===== src/rtl/alu_pkg.sv =====
// Shared opcodes, widths, FSM state type and instruction layout for the ALU
// sequencing controller.
package alu_pkg;

  localparam int DATA_W   = 8;
  localparam int OP_W     = 4;
  localparam int INSTR_W  = 16;
  localparam int REG_N    = 4;
  localparam int REG_AW   = 2;

  localparam logic [OP_W-1:0] C_NOP      = 4'h0;
  localparam logic [OP_W-1:0] C_ADD      = 4'h1;
  localparam logic [OP_W-1:0] C_SUB      = 4'h2;
  localparam logic [OP_W-1:0] C_INC      = 4'h3;
  localparam logic [OP_W-1:0] C_DEC      = 4'h4;
  localparam logic [OP_W-1:0] C_OR       = 4'h5;
  localparam logic [OP_W-1:0] C_AND      = 4'h6;
  localparam logic [OP_W-1:0] C_XOR      = 4'h7;
  localparam logic [OP_W-1:0] C_SHR      = 4'h8;
  localparam logic [OP_W-1:0] C_SHL      = 4'h9;
  localparam logic [OP_W-1:0] C_ONESCOMP = 4'hA;
  localparam logic [OP_W-1:0] C_TWOSCOMP = 4'hB;
  localparam logic [OP_W-1:0] C_LDI      = 4'hF;

  typedef enum logic [1:0] {
    IDLE = 2'd0,
    EXEC = 2'd1,
    RESP = 2'd2
  } state_t;

  // imm8 of LDI overlaps rb and the low pad bits
  typedef struct packed {
    logic [OP_W-1:0]   op;
    logic [REG_AW-1:0] rd;
    logic [REG_AW-1:0] ra;
    logic [REG_AW-1:0] rb;
    logic [5:0]        pad;
  } instr_t;

  function automatic logic is_alu_op(input logic [OP_W-1:0] op);
    return (op >= C_ADD) && (op <= C_TWOSCOMP);
  endfunction

  function automatic logic [DATA_W-1:0] imm_of(input instr_t ins);
    return {ins.rb, ins.pad};
  endfunction

endpackage


===== src/rtl/alu_ctrl_if.sv =====
// Instruction/result handshakes plus the ALU drive/return lines.
interface alu_ctrl_if;
  import alu_pkg::*;

  logic                 instr_valid;
  logic                 instr_ready;
  logic [INSTR_W-1:0]   instr;
  logic                 res_valid;
  logic                 res_ready;
  logic [DATA_W-1:0]    res_data;
  logic                 res_carry;
  logic                 res_zero;
  logic                 res_err;
  logic [OP_W-1:0]      alu_opcode;
  logic [DATA_W-1:0]    alu_a;
  logic [DATA_W-1:0]    alu_b;
  logic [DATA_W-1:0]    alu_result;
  logic                 alu_zero_in;
  logic                 alu_carry_in;

  modport slave (
    input  instr_valid, instr, res_ready, alu_result, alu_zero_in, alu_carry_in,
    output instr_ready, res_valid, res_data, res_carry, res_zero, res_err,
           alu_opcode, alu_a, alu_b
  );

  modport master (
    output instr_valid, instr, res_ready, alu_result, alu_zero_in, alu_carry_in,
    input  instr_ready, res_valid, res_data, res_carry, res_zero, res_err,
           alu_opcode, alu_a, alu_b
  );
endinterface


===== src/rtl/alu_regfile.sv =====
// 4x8 register file: two asynchronous read ports, one synchronous write port.
module alu_regfile
  import alu_pkg::*;
(
  input  logic              clk,
  input  logic              rst_n,
  input  logic [REG_AW-1:0] raddr_a_i,
  input  logic [REG_AW-1:0] raddr_b_i,
  output logic [DATA_W-1:0] rdata_a_o,
  output logic [DATA_W-1:0] rdata_b_o,
  input  logic              we_i,
  input  logic [REG_AW-1:0] waddr_i,
  input  logic [DATA_W-1:0] wdata_i
);

  logic [DATA_W-1:0] mem_q [REG_N];

  always_ff @(posedge clk or negedge rst_n) begin
    if (!rst_n) begin
      for (int i = 0; i < REG_N; i++) begin
        mem_q[i] <= '0;
      end
    end else if (we_i) begin
      mem_q[waddr_i] <= wdata_i;
    end
  end

  assign rdata_a_o = mem_q[raddr_a_i];
  assign rdata_b_o = mem_q[raddr_b_i];

endmodule


===== src/rtl/alu_ctrl.sv =====
// Accepts one instruction at a time, drives the external ALU for one cycle,
// writes back into the local register file and returns result plus flags.
module alu_ctrl
  import alu_pkg::*;
(
  input  logic        clk,
  input  logic        reset_n,
  alu_ctrl_if.slave   bus
);

  state_t              state_q;
  logic [OP_W-1:0]     op_q;
  logic [REG_AW-1:0]   rd_q;
  logic [DATA_W-1:0]   imm_q;
  logic                instr_ready_q;
  logic [OP_W-1:0]     alu_opcode_q;
  logic [DATA_W-1:0]   alu_a_q;
  logic [DATA_W-1:0]   alu_b_q;
  logic                res_valid_q;
  logic [DATA_W-1:0]   res_data_q;
  logic                res_carry_q;
  logic                res_zero_q;
  logic                res_err_q;

  instr_t              instr_f;
  logic [DATA_W-1:0]   rdata_a;
  logic [DATA_W-1:0]   rdata_b;
  logic                rf_we;
  logic [DATA_W-1:0]   rf_wdata;

  assign instr_f = instr_t'(bus.instr);

  // Writeback lands on the edge that ends EXEC, together with the result.
  assign rf_we    = (state_q == EXEC) && (is_alu_op(op_q) || (op_q == C_LDI));
  assign rf_wdata = (op_q == C_LDI) ? imm_q : bus.alu_result;

  alu_regfile u_regfile (
    .clk       (clk),
    .rst_n     (reset_n),
    .raddr_a_i (instr_f.ra),
    .raddr_b_i (instr_f.rb),
    .rdata_a_o (rdata_a),
    .rdata_b_o (rdata_b),
    .we_i      (rf_we),
    .waddr_i   (rd_q),
    .wdata_i   (rf_wdata)
  );

  always_ff @(posedge clk or negedge reset_n) begin
    if (!reset_n) begin
      state_q       <= IDLE;
      op_q          <= C_NOP;
      rd_q          <= '0;
      imm_q         <= '0;
      instr_ready_q <= 1'b1;
      alu_opcode_q  <= '0;
      alu_a_q       <= '0;
      alu_b_q       <= '0;
      res_valid_q   <= 1'b0;
      res_data_q    <= '0;
      res_carry_q   <= 1'b0;
      res_zero_q    <= 1'b0;
      res_err_q     <= 1'b0;
    end else begin
      case (state_q)
        IDLE: begin
          if (bus.instr_valid) begin
            op_q          <= instr_f.op;
            rd_q          <= instr_f.rd;
            imm_q         <= imm_of(instr_f);
            instr_ready_q <= 1'b0;
            state_q       <= EXEC;
            // Operands are captured here, so a write to ra/rb cannot disturb them.
            if (is_alu_op(instr_f.op)) begin
              alu_opcode_q <= instr_f.op;
              alu_a_q      <= rdata_a;
              alu_b_q      <= rdata_b;
            end else begin
              alu_opcode_q <= '0;
              alu_a_q      <= '0;
              alu_b_q      <= '0;
            end
          end
        end

        EXEC: begin
          alu_opcode_q <= '0;
          alu_a_q      <= '0;
          alu_b_q      <= '0;
          res_valid_q  <= 1'b1;
          state_q      <= RESP;
          if (is_alu_op(op_q)) begin
            res_data_q  <= bus.alu_result;
            res_carry_q <= bus.alu_carry_in;
            res_zero_q  <= bus.alu_zero_in;
            res_err_q   <= 1'b0;
          end else if (op_q == C_LDI) begin
            res_data_q  <= imm_q;
            res_carry_q <= 1'b0;
            res_zero_q  <= (imm_q == '0);
            res_err_q   <= 1'b0;
          end else begin
            res_data_q  <= '0;
            res_carry_q <= 1'b0;
            res_zero_q  <= 1'b0;
            res_err_q   <= (op_q != C_NOP);
          end
        end

        RESP: begin
          if (bus.res_ready) begin
            res_valid_q   <= 1'b0;
            instr_ready_q <= 1'b1;
            state_q       <= IDLE;
          end
        end

        default: begin
          state_q       <= IDLE;
          instr_ready_q <= 1'b1;
          res_valid_q   <= 1'b0;
        end
      endcase
    end
  end

  assign bus.instr_ready = instr_ready_q;
  assign bus.res_valid   = res_valid_q;
  assign bus.res_data    = res_data_q;
  assign bus.res_carry   = res_carry_q;
  assign bus.res_zero    = res_zero_q;
  assign bus.res_err     = res_err_q;
  assign bus.alu_opcode  = alu_opcode_q;
  assign bus.alu_a       = alu_a_q;
  assign bus.alu_b       = alu_b_q;

endmodule


===== src/flat_wrapper.sv =====
// flat-port wrapper written by rule: the top's interface ports become plain ports
module alu_ctrl_flat import alu_pkg::*;
  (clk, reset_n, bus_instr_valid, bus_instr, bus_res_ready, bus_alu_result, bus_alu_zero_in, bus_alu_carry_in, bus_instr_ready, bus_res_valid, bus_res_data, bus_res_carry, bus_res_zero, bus_res_err, bus_alu_opcode, bus_alu_a, bus_alu_b);
  alu_ctrl_if bus_i ();
  input  logic clk;
  input  logic reset_n;
  input wire logic [$bits(bus_i.instr_valid)-1:0] bus_instr_valid;
  input wire logic [$bits(bus_i.instr)-1:0] bus_instr;
  input wire logic [$bits(bus_i.res_ready)-1:0] bus_res_ready;
  input wire logic [$bits(bus_i.alu_result)-1:0] bus_alu_result;
  input wire logic [$bits(bus_i.alu_zero_in)-1:0] bus_alu_zero_in;
  input wire logic [$bits(bus_i.alu_carry_in)-1:0] bus_alu_carry_in;
  output wire logic [$bits(bus_i.instr_ready)-1:0] bus_instr_ready;
  output wire logic [$bits(bus_i.res_valid)-1:0] bus_res_valid;
  output wire logic [$bits(bus_i.res_data)-1:0] bus_res_data;
  output wire logic [$bits(bus_i.res_carry)-1:0] bus_res_carry;
  output wire logic [$bits(bus_i.res_zero)-1:0] bus_res_zero;
  output wire logic [$bits(bus_i.res_err)-1:0] bus_res_err;
  output wire logic [$bits(bus_i.alu_opcode)-1:0] bus_alu_opcode;
  output wire logic [$bits(bus_i.alu_a)-1:0] bus_alu_a;
  output wire logic [$bits(bus_i.alu_b)-1:0] bus_alu_b;
  assign bus_i.instr_valid = bus_instr_valid;
  assign bus_i.instr = bus_instr;
  assign bus_i.res_ready = bus_res_ready;
  assign bus_i.alu_result = bus_alu_result;
  assign bus_i.alu_zero_in = bus_alu_zero_in;
  assign bus_i.alu_carry_in = bus_alu_carry_in;
  assign bus_instr_ready = bus_i.instr_ready;
  assign bus_res_valid = bus_i.res_valid;
  assign bus_res_data = bus_i.res_data;
  assign bus_res_carry = bus_i.res_carry;
  assign bus_res_zero = bus_i.res_zero;
  assign bus_res_err = bus_i.res_err;
  assign bus_alu_opcode = bus_i.alu_opcode;
  assign bus_alu_a = bus_i.alu_a;
  assign bus_alu_b = bus_i.alu_b;
  alu_ctrl u_core (.clk(clk), .reset_n(reset_n), .bus(bus_i));
endmodule

===== config.mk =====
export PLATFORM = sky130hd
export DESIGN_NAME = alu_ctrl_flat
export DESIGN_NICKNAME = d
export VERILOG_FILES = /design/src/rtl/alu_pkg.sv /design/src/rtl/alu_ctrl_if.sv /design/src/rtl/alu_regfile.sv /design/src/rtl/alu_ctrl.sv /design/src/flat_wrapper.sv
export SDC_FILE = /design/constraint.sdc
export NUM_CORES = 1
export LEC_CHECK = 0
export CORE_MARGIN = 2
export CORE_UTILIZATION = 41
export DETAILED_ROUTE_END_ITERATION = 12
export SLEW_MARGIN = 40
export SYNTH_ARGS = -nofsm -noshare
export SYNTH_HDL_FRONTEND = slang
export SYNTH_SLANG_ARGS = --single-unit

===== constraint.sdc =====
create_clock -name clk -period 3.8 [get_ports clk]
set_clock_uncertainty 0.2 [all_clocks]
set_input_delay 0.76 -clock clk [delete_from_list [all_inputs] [get_ports clk]]
set_output_delay 0.76 -clock clk [all_outputs]
set_load 0.01 [all_outputs]

==> impl_metrics.toml <==
[outcome]
status = "completed"

[yosys]
synth_fa_ha_area_share_pct = 0
synth_edf_count = 0
muxShareOfSynthArea_pct = 20.1
ys_seq_area_share_pct = 54.3
synthesis.nets = 334
synth-simple-area-share_pct = 15.0
yosysTopAreaCell = "dfrtp_1"
syn_inst = 304
post-synth-top-area-fraction_pct = 53.6
synth_compound_gate_area_share_pct = 8.04
synth-seq-cells = 81
ys.flop_type = "dfrtp_1"
synth_top_family_by_area = "multiplexers"
syn_area_per_cell_um2 = 12.3
synth_area_mm2 = 0.00374
synth_xor_area_share_pct = 0
yosysWarnings = 0
async_flop_share_pct = 100
netlist_top_cells_area = "dfrtp_1 (54%), mux4_2 (9.6%), nand2_1 (8.3%), mux2_2 (7.2%), a32o_1 (4.3%)"
synthDistinctLibCells = 35

[clocking]
clk_latency_ns = 0.35
cts_resized = 0
cts_tree = "built"
ctsLongestPathBuffers = 2
htree_num_levels = 3
cts.sinks = 81
cts_setup_buffers = 0
cts_buffers = 9
cts_root_buffer = "clkbuf_8"
cts.clk_slew.worst_paths_ns = 0.09
cts_hold_buf = 0

[final_layout]
layout_commonest_cell = "nand2_1"
num-nets-final = 390
n_antenna_cell = 0
area_growth_pct = 23.8
final_cells = 473
drive_gt1_share_pct = 20.5
final_cell_mix = "nand2_1 (83), dfrtp_1 (80), clkdlybuf4s50_1 (61), mux2_2 (24)"
fillerInstances = 793

[timing]
max_freq_mhz = 386
timing.final.crit_share_pct = 68.3
worst_pin_slew_ns = 0.735
rsz0062_at_grt = "no"
maxSlewViolCount = 0
finalSetupTns_ns = 0
worst_slew_margin_rel_pct = 50.8
hold_viol = 0
fin_crit_ns = 2.59
setup_viol = 0

[global_route]
grt_busiest_layer = "met2"
grt_max_degree = 82
grt_pass1_vias = 2558
antenna_found_initial = 0
grt_pass1_wl_um = 13700
grt_overflow_total = 0
grt_util_met3_pct = 2.60
globalRouteTotalUtil_pct = 18.3
use_met2_pct = 29.4
grtUsageMet1_pct = 25.5

[detailed_routing]
drtIter0Drc = 127
ant_nets = 0
vias_per_cell = 5.51
routedWlPerCell_um = 18.0
via_count = 2607
first_pass_iters = 4
drc = 0
wl_um = 8530

[critical_path]
path_max_fanout = 22
worstPathArrival_ns = 2.62
cp_cell_sequence = "and2b_2 -> o21ai_2 -> nor4b_4 -> mux2_2"
critPathCaptureType = "register"
critPathSlowestCell = "nor4b_4"
critPathRequiredTime_ns = 3.83
path_class = "register to register"
worst-path-buf-inv = 0
crit_family = "simple AND/OR/NAND/NOR gates"
critPathMaxStageDelay_ns = 0.67
worstSetupStartpointType = "register"

[power_and_ir_drop]
vdd_drop_max_v = 0.000290
power_density_mw_per_mm2 = 780
p_switching_mw = 1.21
p_sw_share_pct = 33.5
p_int_mw = 2.40
pwr-share-clk_pct = 18.7
p_seq_share_pct = 43.4
leakage_nw = 1.99
comb_power_share_pct = 37.9

[floorplanning]
die_x_um = 99.5
io_pins = 63
die_h_um = 99.5
initial_core_util_pct = 42.6
die-area_mm2 = 0.00989
rows = 34
design.core.area_mm2 = 0.00876

[hold_path]
hp-class = "input port to asynchronous set/reset pin"

[place]
placed_cells = 457
dp_hpwl_um = 5870
place.gp.congestion = 0.769
portBuffers = 62

[job]
max_cap_viol_count = 0
-- synthesized netlist by cell type (4+ instances only) --
| master | number |
|---|---|
| nand2_1 | 83 |
| mux4_2 | 16 |
| nor2_1 | 10 |
| a32o_1 | 16 |
| nand2b_1 | 4 |
| nand3_1 | 7 |
| clkbuf_1 | 10 |
| a21oi_1 | 4 |
| dfrtp_1 | 80 |
| mux2_4 | 8 |
| mux2_2 | 24 |
| a31oi_1 | 8 |
-- metrics by stage --
stage	cell area (um^2)	utilization, %	hold WS [ns]	worst slack (ns)	power, mW
3_3_place_gp	4410	50.3	0.255	0.982	2.92
6_report	4630	52.8	0.231	1.21	3.61
3_5_place_dp	4410	50.4	0.255	0.925	2.97
4_1_cts	4630	52.8	0.267	1.19	3.65
2_1_floorplan	3740	-	0.264	1.52	2.41
5_1_grt	4630	52.8	0.301	1.06	3.84
-- path summary, 6_finish.rpt --
kind / from / end / slack (ns) / cells after the start
min: reset_n / u_core.bus.alu_opcode[1] / 0.23 / 1
max in group asynchronous: reset_n / u_core.u_regfile.mem_q[18] / 2.66 / 1
max reg2reg: u_core.state_q[1] / u_core.u_regfile.mem_q[23] / 1.21 / 4
min in group clk: u_core.bus.res_carry / u_core.bus.res_carry / 0.27 / 2
min reg2reg: u_core.bus.res_carry / u_core.bus.res_carry / 0.27 / 2
max: u_core.state_q[1] / u_core.u_regfile.mem_q[23] / 1.21 / 4
-- flip-flops by register name (all words and copies together) (netlist names) --
signal / cells
u_core.bus.res_err: 1
u_core.state_q: 2
u_core.bus.res_valid: 1
u_core.bus.instr_ready: 1
u_core.bus.alu_a: 8
u_core.rd_q: 2
u_core.imm_q: 8
u_core.bus.res_carry: 1
u_core.op_q: 4
u_core.bus.res_data: 8
u_core.bus.res_zero: 1
u_core.bus.alu_b: 8
u_core.u_regfile.mem_q: 32
u_core.bus.alu_opcode: 4
-- power by group through the flow --
| stage | Sequential [mW] | Clock [mW] | Combinational, mW |
|---|---|---|---|
| floorplan | 1.55 | 0 | 0.859 |
| finish | 1.57 | 0.674 | 1.37 |
| detailed placement | 1.58 | 0 | 1.39 |
| global route | 1.62 | 0.725 | 1.50 |
| CTS | 1.56 | 0.691 | 1.39 |
| global placement | 1.56 | 0 | 1.36 |
-- worst reg2reg max path: cells and delay by family, from the launching register on --
family	cells	cell delay, ns
and+or+nand+nor	2	1.20
AOI/OAI and AO/OA	1	0.23
muxes	1	0.41
DFF	1	0.43
-- area by class of cell --
type / count / area, um^2 / share of cell area (%)
clock buffers: 11 / 131 / 2.84
clock inverters: 5 / 80.1 / 1.73
inverters: 1 / 6.26 / 0.135
multi-input cells: 204 / 1620 / 34.9
flip-flops and latches: 81 / 2030 / 43.8
well taps: 108 / 135 / 2.92
repair buffers: 63 / 629 / 13.6
-- routing by layer --
metal | vias up | part of all wire (%)
li1 | 1215 | -
met1 | 1323 | 44
met2 | 59 | 51
met3 | 10 | 3.3
met4 | 0 | 1.7
met5 | - | 0
-- logic make-up (layout without fill, tap and decap cells) --
| kind of cell | count (synthesis) | count (layout) |
|---|---|---|
| simple gates | 119 | 119 |
| flops | 81 | 81 |
| mux | 48 | 48 |
| compound gates | 37 | 37 |
| buf+inv | 19 | 80 |
Note: power is estimated with default switching activity, not from simulation.
